<file path="src/rtl/pipe_pkg.sv">
// Shared types and boundary indices for the pipeline hazard controller.
package pipe_pkg;

    typedef enum logic [1:0] {
        MD_IDLE = 2'd0,
        MD_BUSY = 2'd1,
        MD_DONE = 2'd2
    } md_state_e;

    localparam int IFID           = 0;
    localparam int IDEX           = 1;
    localparam int EXMEM          = 2;
    localparam int MEMWB          = 3;
    localparam int NUM_BOUNDARIES = 4;

endpackage

</file>
<file path="src/rtl/load_use_detect.sv">
// Flags an ID instruction that reads the destination of a load still in EX.
module load_use_detect #(
    parameter int LREG_W = 5
) (
    input  logic              ex_valid,
    input  logic              ex_is_load,
    input  logic              ex_need_to_wb,
    input  logic [LREG_W-1:0] ex_rd,
    input  logic              id_valid,
    input  logic [LREG_W-1:0] id_rs1,
    input  logic [LREG_W-1:0] id_rs2,
    input  logic              id_src1_is_reg,
    input  logic              id_src2_is_reg,
    output logic              load_use
);

    logic rs1_hit;
    logic rs2_hit;

    assign rs1_hit  = id_src1_is_reg & (id_rs1 == ex_rd);
    assign rs2_hit  = id_src2_is_reg & (id_rs2 == ex_rd);
    // x0 is hardwired zero, so a load targeting it creates no dependency
    assign load_use = ex_valid & ex_is_load & ex_need_to_wb & (ex_rd != '0)
                    & id_valid & (rs1_hit | rs2_hit);

endmodule

</file>
<file path="src/rtl/pipe_ctrl.sv">
// Pipeline stall / flush controller with a muldiv handshake FSM.
//   state   | meaning
//   MD_IDLE | no muldiv outstanding; start issued when EX holds a muldiv
//   MD_BUSY | muldiv running, EX held until muldiv_done
//   MD_DONE | result ready but MEM is waiting; unit holds result, no restart
module pipe_ctrl
    import pipe_pkg::*;
#(
    parameter int LREG_W = 5,
    parameter int CNT_W  = 32
) (
    input  logic              clock,
    input  logic              reset,
    input  logic              id_valid,
    input  logic [LREG_W-1:0] id_rs1,
    input  logic [LREG_W-1:0] id_rs2,
    input  logic              id_src1_is_reg,
    input  logic              id_src2_is_reg,
    input  logic              ex_valid,
    input  logic              ex_is_load,
    input  logic              ex_need_to_wb,
    input  logic [LREG_W-1:0] ex_rd,
    input  logic              ex_is_muldiv,
    input  logic              muldiv_done,
    input  logic              redirect_valid,
    input  logic              mem_valid,
    input  logic              mem_req,
    input  logic              mem_ack,
    output logic [3:0]        stall,
    output logic [3:0]        redirect_flush,
    output logic              muldiv_start,
    output logic [CNT_W-1:0]  stall_cycles
);

    md_state_e                 md_state;
    md_state_e                 md_state_nxt;
    logic                      mem_wait;
    logic                      load_use;
    logic                      md_stall;
    logic                      stall_idex;
    logic                      redir;
    logic [1:0]                pend;
    logic [1:0]                pend_nxt;
    logic [NUM_BOUNDARIES-1:0] bubble;

    load_use_detect #(.LREG_W(LREG_W)) u_load_use_detect (
        .ex_valid       (ex_valid),
        .ex_is_load     (ex_is_load),
        .ex_need_to_wb  (ex_need_to_wb),
        .ex_rd          (ex_rd),
        .id_valid       (id_valid),
        .id_rs1         (id_rs1),
        .id_rs2         (id_rs2),
        .id_src1_is_reg (id_src1_is_reg),
        .id_src2_is_reg (id_src2_is_reg),
        .load_use       (load_use)
    );

    assign mem_wait = mem_valid & mem_req & ~mem_ack;

    // reset gates the start request so nothing issues or stalls while held
    always_comb begin
        md_state_nxt = md_state;
        muldiv_start = 1'b0;
        md_stall     = 1'b0;
        case (md_state)
            MD_IDLE: begin
                if (ex_valid & ex_is_muldiv & ~reset) begin
                    md_state_nxt = MD_BUSY;
                    muldiv_start = 1'b1;
                    md_stall     = 1'b1;
                end
            end
            MD_BUSY: begin
                if (muldiv_done) begin
                    md_state_nxt = mem_wait ? MD_DONE : MD_IDLE;
                end else begin
                    md_stall = 1'b1;
                end
            end
            MD_DONE: begin
                if (~mem_wait) begin
                    md_state_nxt = MD_IDLE;
                end
            end
            default: md_state_nxt = MD_IDLE;
        endcase
    end

    assign stall_idex = mem_wait | md_stall;
    assign redir      = redirect_valid & ~reset;

    always_comb begin
        stall         = '0;
        stall[MEMWB]  = 1'b0;
        stall[EXMEM]  = mem_wait;
        stall[IDEX]   = stall_idex;
        stall[IFID]   = stall_idex | load_use;

        bubble        = '0;
        bubble[MEMWB] = mem_wait;
        bubble[EXMEM] = md_stall & ~mem_wait;
        bubble[IDEX]  = load_use & ~stall_idex;
        bubble[IFID]  = 1'b0;

        redirect_flush        = '0;
        redirect_flush[IFID]  = bubble[IFID] | redir | pend[IFID];
        redirect_flush[IDEX]  = bubble[IDEX] | redir | pend[IDEX];
        redirect_flush[EXMEM] = bubble[EXMEM];
        redirect_flush[MEMWB] = bubble[MEMWB];
    end

    // a redirect seen while a boundary is held is replayed until it un-stalls
    assign pend_nxt[IFID] = stall[IFID] & (pend[IFID] | redirect_valid);
    assign pend_nxt[IDEX] = stall[IDEX] & (pend[IDEX] | redirect_valid);

    always_ff @(posedge clock or posedge reset) begin
        if (reset) begin
            md_state     <= MD_IDLE;
            pend         <= '0;
            stall_cycles <= '0;
        end else begin
            md_state     <= md_state_nxt;
            pend         <= pend_nxt;
            stall_cycles <= stall_cycles + {{(CNT_W-1){1'b0}}, stall[IFID]};
        end
    end

endmodule

</file>
<file path="config.mk">
export PLATFORM = sky130hd
export DESIGN_NAME = pipe_ctrl
export DESIGN_NICKNAME = d
export VERILOG_FILES = /design/src/rtl/pipe_pkg.sv /design/src/rtl/load_use_detect.sv /design/src/rtl/pipe_ctrl.sv
export SDC_FILE = /design/constraint.sdc
export NUM_CORES = 1
export LEC_CHECK = 0
export ABC_AREA = 1
export BUFFER_PORTS_ARGS = -buffer_cell sky130_fd_sc_hd__buf_2
export CORE_MARGIN = 3
export CORE_UTILIZATION = 40
export DETAILED_ROUTE_END_ITERATION = 8
export GPL_TIMING_DRIVEN = 1
export PLACE_DENSITY = 0.66
export SLEW_MARGIN = 40
export SYNTH_ARGS = -nofsm -noshare
export SYNTH_HDL_FRONTEND = slang
export SYNTH_SLANG_ARGS = --single-unit
export TNS_END_PERCENT = 1
</file>
<file path="constraint.sdc">
create_clock -name clock -period 4.1 [get_ports clock]
set_input_delay 0.82 -clock clock [delete_from_list [all_inputs] [get_ports clock]]
set_output_delay 0.82 -clock clock [all_outputs]
set_load 0.01 [all_outputs]
</file>
Word-level counts from Yosys, hierarchy flattened
Cells that the tools add are included.

cells by class
  add/subtract/negate cells = 1
  multiply operators = 0
  divide/modulo/power cells = 0
  magnitude comparators = 0
  equality and inequality tests = 7
  shifts and indexed selects = 0
  muxes and demuxes = 9
  bitwise operators = 28
  reductions and logical operators = 3

operators by type and width
  kind                                           number
  adder 32 x 1 -> 32 bit                         1
  bitwise AND 1 bit                              16
  == test 5 bit                                  2
  two-way mux 2 bit                              4
  OR 1 bit                                       8
  inequality test 2 bit, second input constant   3
  case mux 2 bit (3 select lines)                1
  nonzero test 5 bit                             1
  NOT 1 bit                                      4
  two-way mux 1 bit                              3
  AND reduction 3 bit                            1
  == test 2 x 1 -> 1 bit, second input constant  1
  == test 2 bit, second input constant           1
  zero test 2 bit                                1
  case mux 1 bit (2 select lines)                1

storage, ports and cells
  register bits after elaboration = 36
  bits in latches = 0
  memory bits (writable) = 0
  memory bits (read-only) = 0
  bits of input ports = 29
  output and inout port bits = 41
  memories = 0

Depth between registers and ports, before layout
  word-level depth = 9
  gate-level depth with buffers = 17
  mapped depth without buffers = 17

Modules after synthesis
A second synthesis with hierarchy kept.

unflattened totals
  cells, all modules = 332
  area, all modules = 2,303.5 µm²

modules (own cells, without submodules)
  module           times used  cells each  area each (µm²)  seq. area each (µm²)
  pipe_ctrl        1           274         2,070.7          900.9
  load_use_detect  1           58          232.7            0.0

Least setup slack after synthesis
No wires, ideal clock.

  path kind = input to output
  start = input reset
  end = output redirect_flush[1]
  arrival = 1,904 ps
  path slack = 1,376 ps
  cell stages on the path = 3
  buffers on the path = 0
  cell sequence = inv_1 > a21oi_1 > o21ai_1

on the way
  cells in the longest elaborated chain, start to end = 9
  elaborated cells on any way between the ends = 10
  classes of those cells = mux (2); bitwise (8)

ends and longest elaborated chain
  what                             RTL line                          RTL
  start: declaration               pipe_ctrl.sv:13                   input logic reset,
  NOT 1 bit (*)                    pipe_ctrl.sv:68, pipe_ctrl.sv:91
  bitwise AND 1 bit                pipe_ctrl.sv:68                   if (ex_valid & ex_is_muldiv & ~reset) begin
  two-way mux 1 bit                pipe_ctrl.sv:68
  case mux 1 bit (2 select lines)  pipe_ctrl.sv:66                   case (md_state)
  OR 1 bit                         pipe_ctrl.sv:90                   assign stall_idex = mem_wait | md_stall;
  NOT 1 bit                        pipe_ctrl.sv:103                  bubble[IDEX] = load_use & ~stall_idex;
  bitwise AND 1 bit                pipe_ctrl.sv:103
  OR 1 bit (*) (2 in a row)        pipe_ctrl.sv:108                  redirect_flush[IDEX] = bubble[IDEX] | redir | pend[IDEX];
  end: declaration                 pipe_ctrl.sv:30                   output logic [3:0] redirect_flush,

Mark *: on every way between the ends. The rest lies on a longest branch, timed or not.

Final worst setup path
  start = input ex_rd[0]
  end = register stall_cycles[24]

on the way
  cells in the longest elaborated chain, start to end = 6
  elaborated cells on any way between the ends = 11
  classes of those cells = add/sub (1); eq/ne (2); bitwise (7); reduce/logical (1)

ends and longest elaborated chain
  what                                                  RTL line                                                             RTL
  start: declaration                                    pipe_ctrl.sv:22                                                      input logic [LREG_W-1:0] ex_rd,
  == test 5 bit, or another cell as far along           load_use_detect.sv:20                                                assign rs1_hit = id_src1_is_reg & (id_rs1 == ex_rd);
  bitwise AND 1 bit, on equally long branches           load_use_detect.sv:20, load_use_detect.sv:21, load_use_detect.sv:23
  OR 1 bit / bitwise AND 1 bit (equally long branches)  load_use_detect.sv:24                                                & id_valid & (rs1_hit | rs2_hit);
  bitwise AND 1 bit (*)                                 load_use_detect.sv:24
  OR 1 bit (*)                                          pipe_ctrl.sv:98                                                      stall[IFID] = stall_idex | load_use;
  adder 32 x 1 -> 32 bit (*)                            pipe_ctrl.sv:125                                                     stall_cycles <= stall_cycles + {{(CNT_W-1){1'b0}}, stall[IFID]};
  end signal: assignment                                pipe_ctrl.sv:125
  end: declaration                                      pipe_ctrl.sv:32                                                      output logic [CNT_W-1:0] stall_cycles

Marks and branches as above.
A chain may end at the register's enable or synchronous reset.

==> impl_metrics.sql <==
INSERT INTO impl_metrics (metric_group, metric, value, unit) VALUES
('run_status', 'run_status', 'completed', ''),
('placement', 'placed_cells', '413', ''),
('logic_synthesis', 'synth_top_family_by_area', 'simple AND/OR/NAND/NOR gates', ''),
('timing', 'timing.setup.tns', '0', 'ns'),
('timing', 'hold_viol_final', '0', ''),
('clocking', 'post_cts_setup_repair_bufs', '0', ''),
('logic_synthesis', 'synth-compound-area-share', '2.35', '%'),
('logic_synthesis', 'synth-adder-area-share', '1.17', '%'),
('placement', 'dp.final_hpwl', '4.03', 'mm'),
('logic_synthesis', 'yosysSeqAreaShare', '42.3', '%'),
('clocking', 'cts.repair.resized', '0', ''),
('clocking', 'clkTransAtPathRegs', '0.07', 'ns'),
('clocking', 'clk_root_buffer_cell', 'clkbuf_8', ''),
('route', 'detail_route.vias_per_cell', '4.57', ''),
('logic_synthesis', 'synth.net_count', '312', ''),
('finish', 'n_antenna_cell', '0', ''),
('global_route', 'grt_first_pass_wirelength', '8.10', 'mm'),
('timing', 'final.setup_skew', '0.00892', 'ns'),
('die', 'floorplan.die_area', '6240', 'um^2'),
('global_route', 'grtUsageMet1', '21.0', '%'),
('critical_path', 'critPathArrivalTime', '2.77', 'ns'),
('finish', 'nNetsFinal', '384', ''),
('logic_synthesis', 'cells_after_synth', '281', ''),
('timing', 'post-route-worst-setup-slack', '1.51', 'ns'),
('global_route', 'grt_start_max_net_pins', '36', ''),
('critical_path', 'critPathMaxStageDelay', '0.23', 'ns'),
('logic_synthesis', 'post_synth_xor_area_fraction', '10.6', '%'),
('placement', 'numPortBuffers', '68', ''),
('critical_path', 'critPathLaunchType', 'input port', ''),
('power', 'irDropWorstVdd', '0.000316', 'V'),
('clocking', 'holdBufCountCts', '0', ''),
('power', 'power.switching_fraction', '29.9', '%'),
('power', 'seq_power_share', '51.2', '%'),
('finish', 'stdcell_count', '421', ''),
('clocking', 'htree_depth', '2', ''),
('logic_synthesis', 'synth.lib_cells_used.distinct', '30', ''),
('global_route', 'top_usage_layer_grt', 'met2', ''),
('clocking', 'clock-sinks', '36', ''),
('timing', 'final_min_period_over_clock_period', '63.1', '%'),
('route', 'drt-total-wl', '4.98', 'mm'),
('global_route', 'global_route_congestion_overflow_total', '0', ''),
('timing', 'rsz0062_at_grt', 'no', ''),
('finish', 'post_route_cells_drive_above_1_share', '26.6', '%'),
('clocking', 'cts_tree', 'yes', ''),
('critical_path', 'cp_common_cell', 'nand2_1', ''),
('power', 'combinational_share_of_power', '18.0', '%'),
('route', 'wire_per_inst', '11.8', 'um'),
('logic_synthesis', 'synth-seq-cells', '36', ''),
('global_route', 'grt_antenna_before_repair', '0', ''),
('clocking', 'cts-root-to-sink-buffers', '2', ''),
('die', 'fp-row-count', '25', ''),
('global_route', 'groute.layer.met2.usage', '27.5', '%'),
('route', 'detail-route-antenna-nets', '0', ''),
('route', 'drc', '0', ''),
('critical_path', 'worst_setup_end_kind', 'flip-flop', ''),
('timing', 'final-setup-viol-count', '0', ''),
('power', 'tot_pwr', '0.838', 'mW'),
('logic_synthesis', 'average_cell_area_after_synthesis', '7.59', 'um^2'),
('placement', 'gp_congestion', '0.896', ''),
('die', 'initial_core_util', '43.1', '%'),
('critical_path', 'crit_path_cell_trace', 'buf_2 > nand2_1 > nand2_1 > nor2_1 > nand3_1 > nand2_1 > nand2_1 > nand2_1 > ha_1 > ha_1 > nand3_2 > nor3_4 > nand3_2 > nor2_2 > nand2_1 > nand2_1 > nand2_1', ''),
('global_route', 'vias_in_the_first_global_route', '1839', ''),
('logic_synthesis', 'post_synth_instance_area', '2130', 'um^2'),
('die', 'design.portCount', '70', ''),
('timing', 'finalCriticalPeriod', '2.59', 'ns'),
('flow_run', 'max_cap_violations', '0', ''),
('die', 'fp.dieW', '79.0', 'um'),
('critical_path', 'critPathSlowestCell', 'ha_1', ''),
('critical_path', 'critical_path_peak_fanout', '5', ''),
('clocking', 'numCtsBuffers', '5', ''),
('logic_synthesis', 'yosysWarnings', '0', '');
-- metrics by stage --
step | hold WS (ns) | cell area [um^2] | util (%)
CTS | 0.394 | 2630 | 53.1
floorplan | 0.454 | 2130 | -
detailed placement | 0.487 | 2530 | 51.3
finish | 0.405 | 2630 | 53.1
global route | 0.407 | 2630 | 53.1
global placement | 0.476 | 2530 | 51.3
-- cells by family (layout without fill, tap and decap cells) --
family,Yosys count,in the layout
and+or+nand+nor,167,167
buffers and inverters,41,114
DFF,36,36
AOI/OAI and AO/OA,9,9
xor gates and xnor gates,25,25
adders and majority gates,2,2
other,1,1
-- routing by layer --
layer | vias to the layer above | routed length [um]
met1 | 862 | 2340
met4 | 0 | 53
met3 | 5 | 298
met5 | - | 0
li1 | 1003 | -
met2 | 55 | 2290
-- placed cells by master (no fill, tap or decap), drive strengths merged --
cell / count
nand2: 91
a21oi: 2
nand3b: 2
a21o: 1
xnor2: 10
o21ai: 5
clkbuf: 6
dfrtp: 36
nand4: 7
xor2: 15
or2: 2
a21boi: 1
buf: 69
nand3: 11
nor3: 8
ha: 2
clkinv: 2
conb: 1
and3: 2
nor2: 44
inv: 37
-- cell usage after synthesis (all sizes together) --
| cell | number | area share (%) |
|---|---|---|
| conb | 1 | 0.18 |
| inv | 37 | 6.5 |
| ha | 2 | 1.2 |
| nand4 | 7 | 2.1 |
| or2 | 2 | 0.59 |
| nand3b | 2 | 0.70 |
| a21oi | 2 | 0.47 |
| nor2 | 44 | 8.7 |
| dfrtp | 36 | 42 |
| xor2 | 15 | 6.2 |
| o21ai | 5 | 1.2 |
| a21boi | 1 | 0.35 |
| nor3 | 8 | 2.9 |
| buf | 4 | 1.4 |
| xnor2 | 10 | 4.5 |
| a21o | 1 | 0.35 |
| nand3 | 11 | 3.3 |
| and3 | 2 | 0.59 |
| nand2 | 91 | 17 |
-- worst paths after layout --
path,slack [ns],end,from,cells past startpoint
worst max-delay path,1.51,stall_cycles[24],ex_rd[0],17
worst min-delay path,0.40,pend[1],reset,2
worst max register to register,1.83,stall_cycles[24],md_state[1],14
worst min register to register,0.49,pend[1],pend[1],2
max in group asynchronous,3.04,stall_cycles[9],reset,3
min in group clock,0.49,pend[1],pend[1],2
-- power by group through the flow --
| stage | Clock (mW) | Sequential, mW | Combinational [mW] |
|---|---|---|---|
| finish | 0.258 | 0.429 | 0.151 |
| global route | 0.288 | 0.433 | 0.167 |
| CTS | 0.270 | 0.429 | 0.154 |
| detailed placement | 0 | 0.435 | 0.154 |
| global placement | 0 | 0.434 | 0.151 |
| floorplan | 0 | 0.443 | 0.0743 |
-- registers in the layout (all words and copies together) (netlist names) --
register,flops
md_state,2
pend,2
stall_cycles,32
-- critical path, delay by kind of cell --
kind,cells,cell delay [ns]
simple gates,14,1.42
fa+ha+maj,2,0.41
buf+inv,1,0.13
-- area by class of cell --
type / count / area (um^2)
repair buffers: 69 / 348
flip-flops and latches: 36 / 901
inverters: 37 / 139
multi-input cells: 204 / 1060
well taps: 67 / 83.8
fillers: 505 / 2320
clock inverters: 2 / 10.0
clock buffers: 6 / 82.6
No activity file was read; power rests on OpenSTA's default activity.
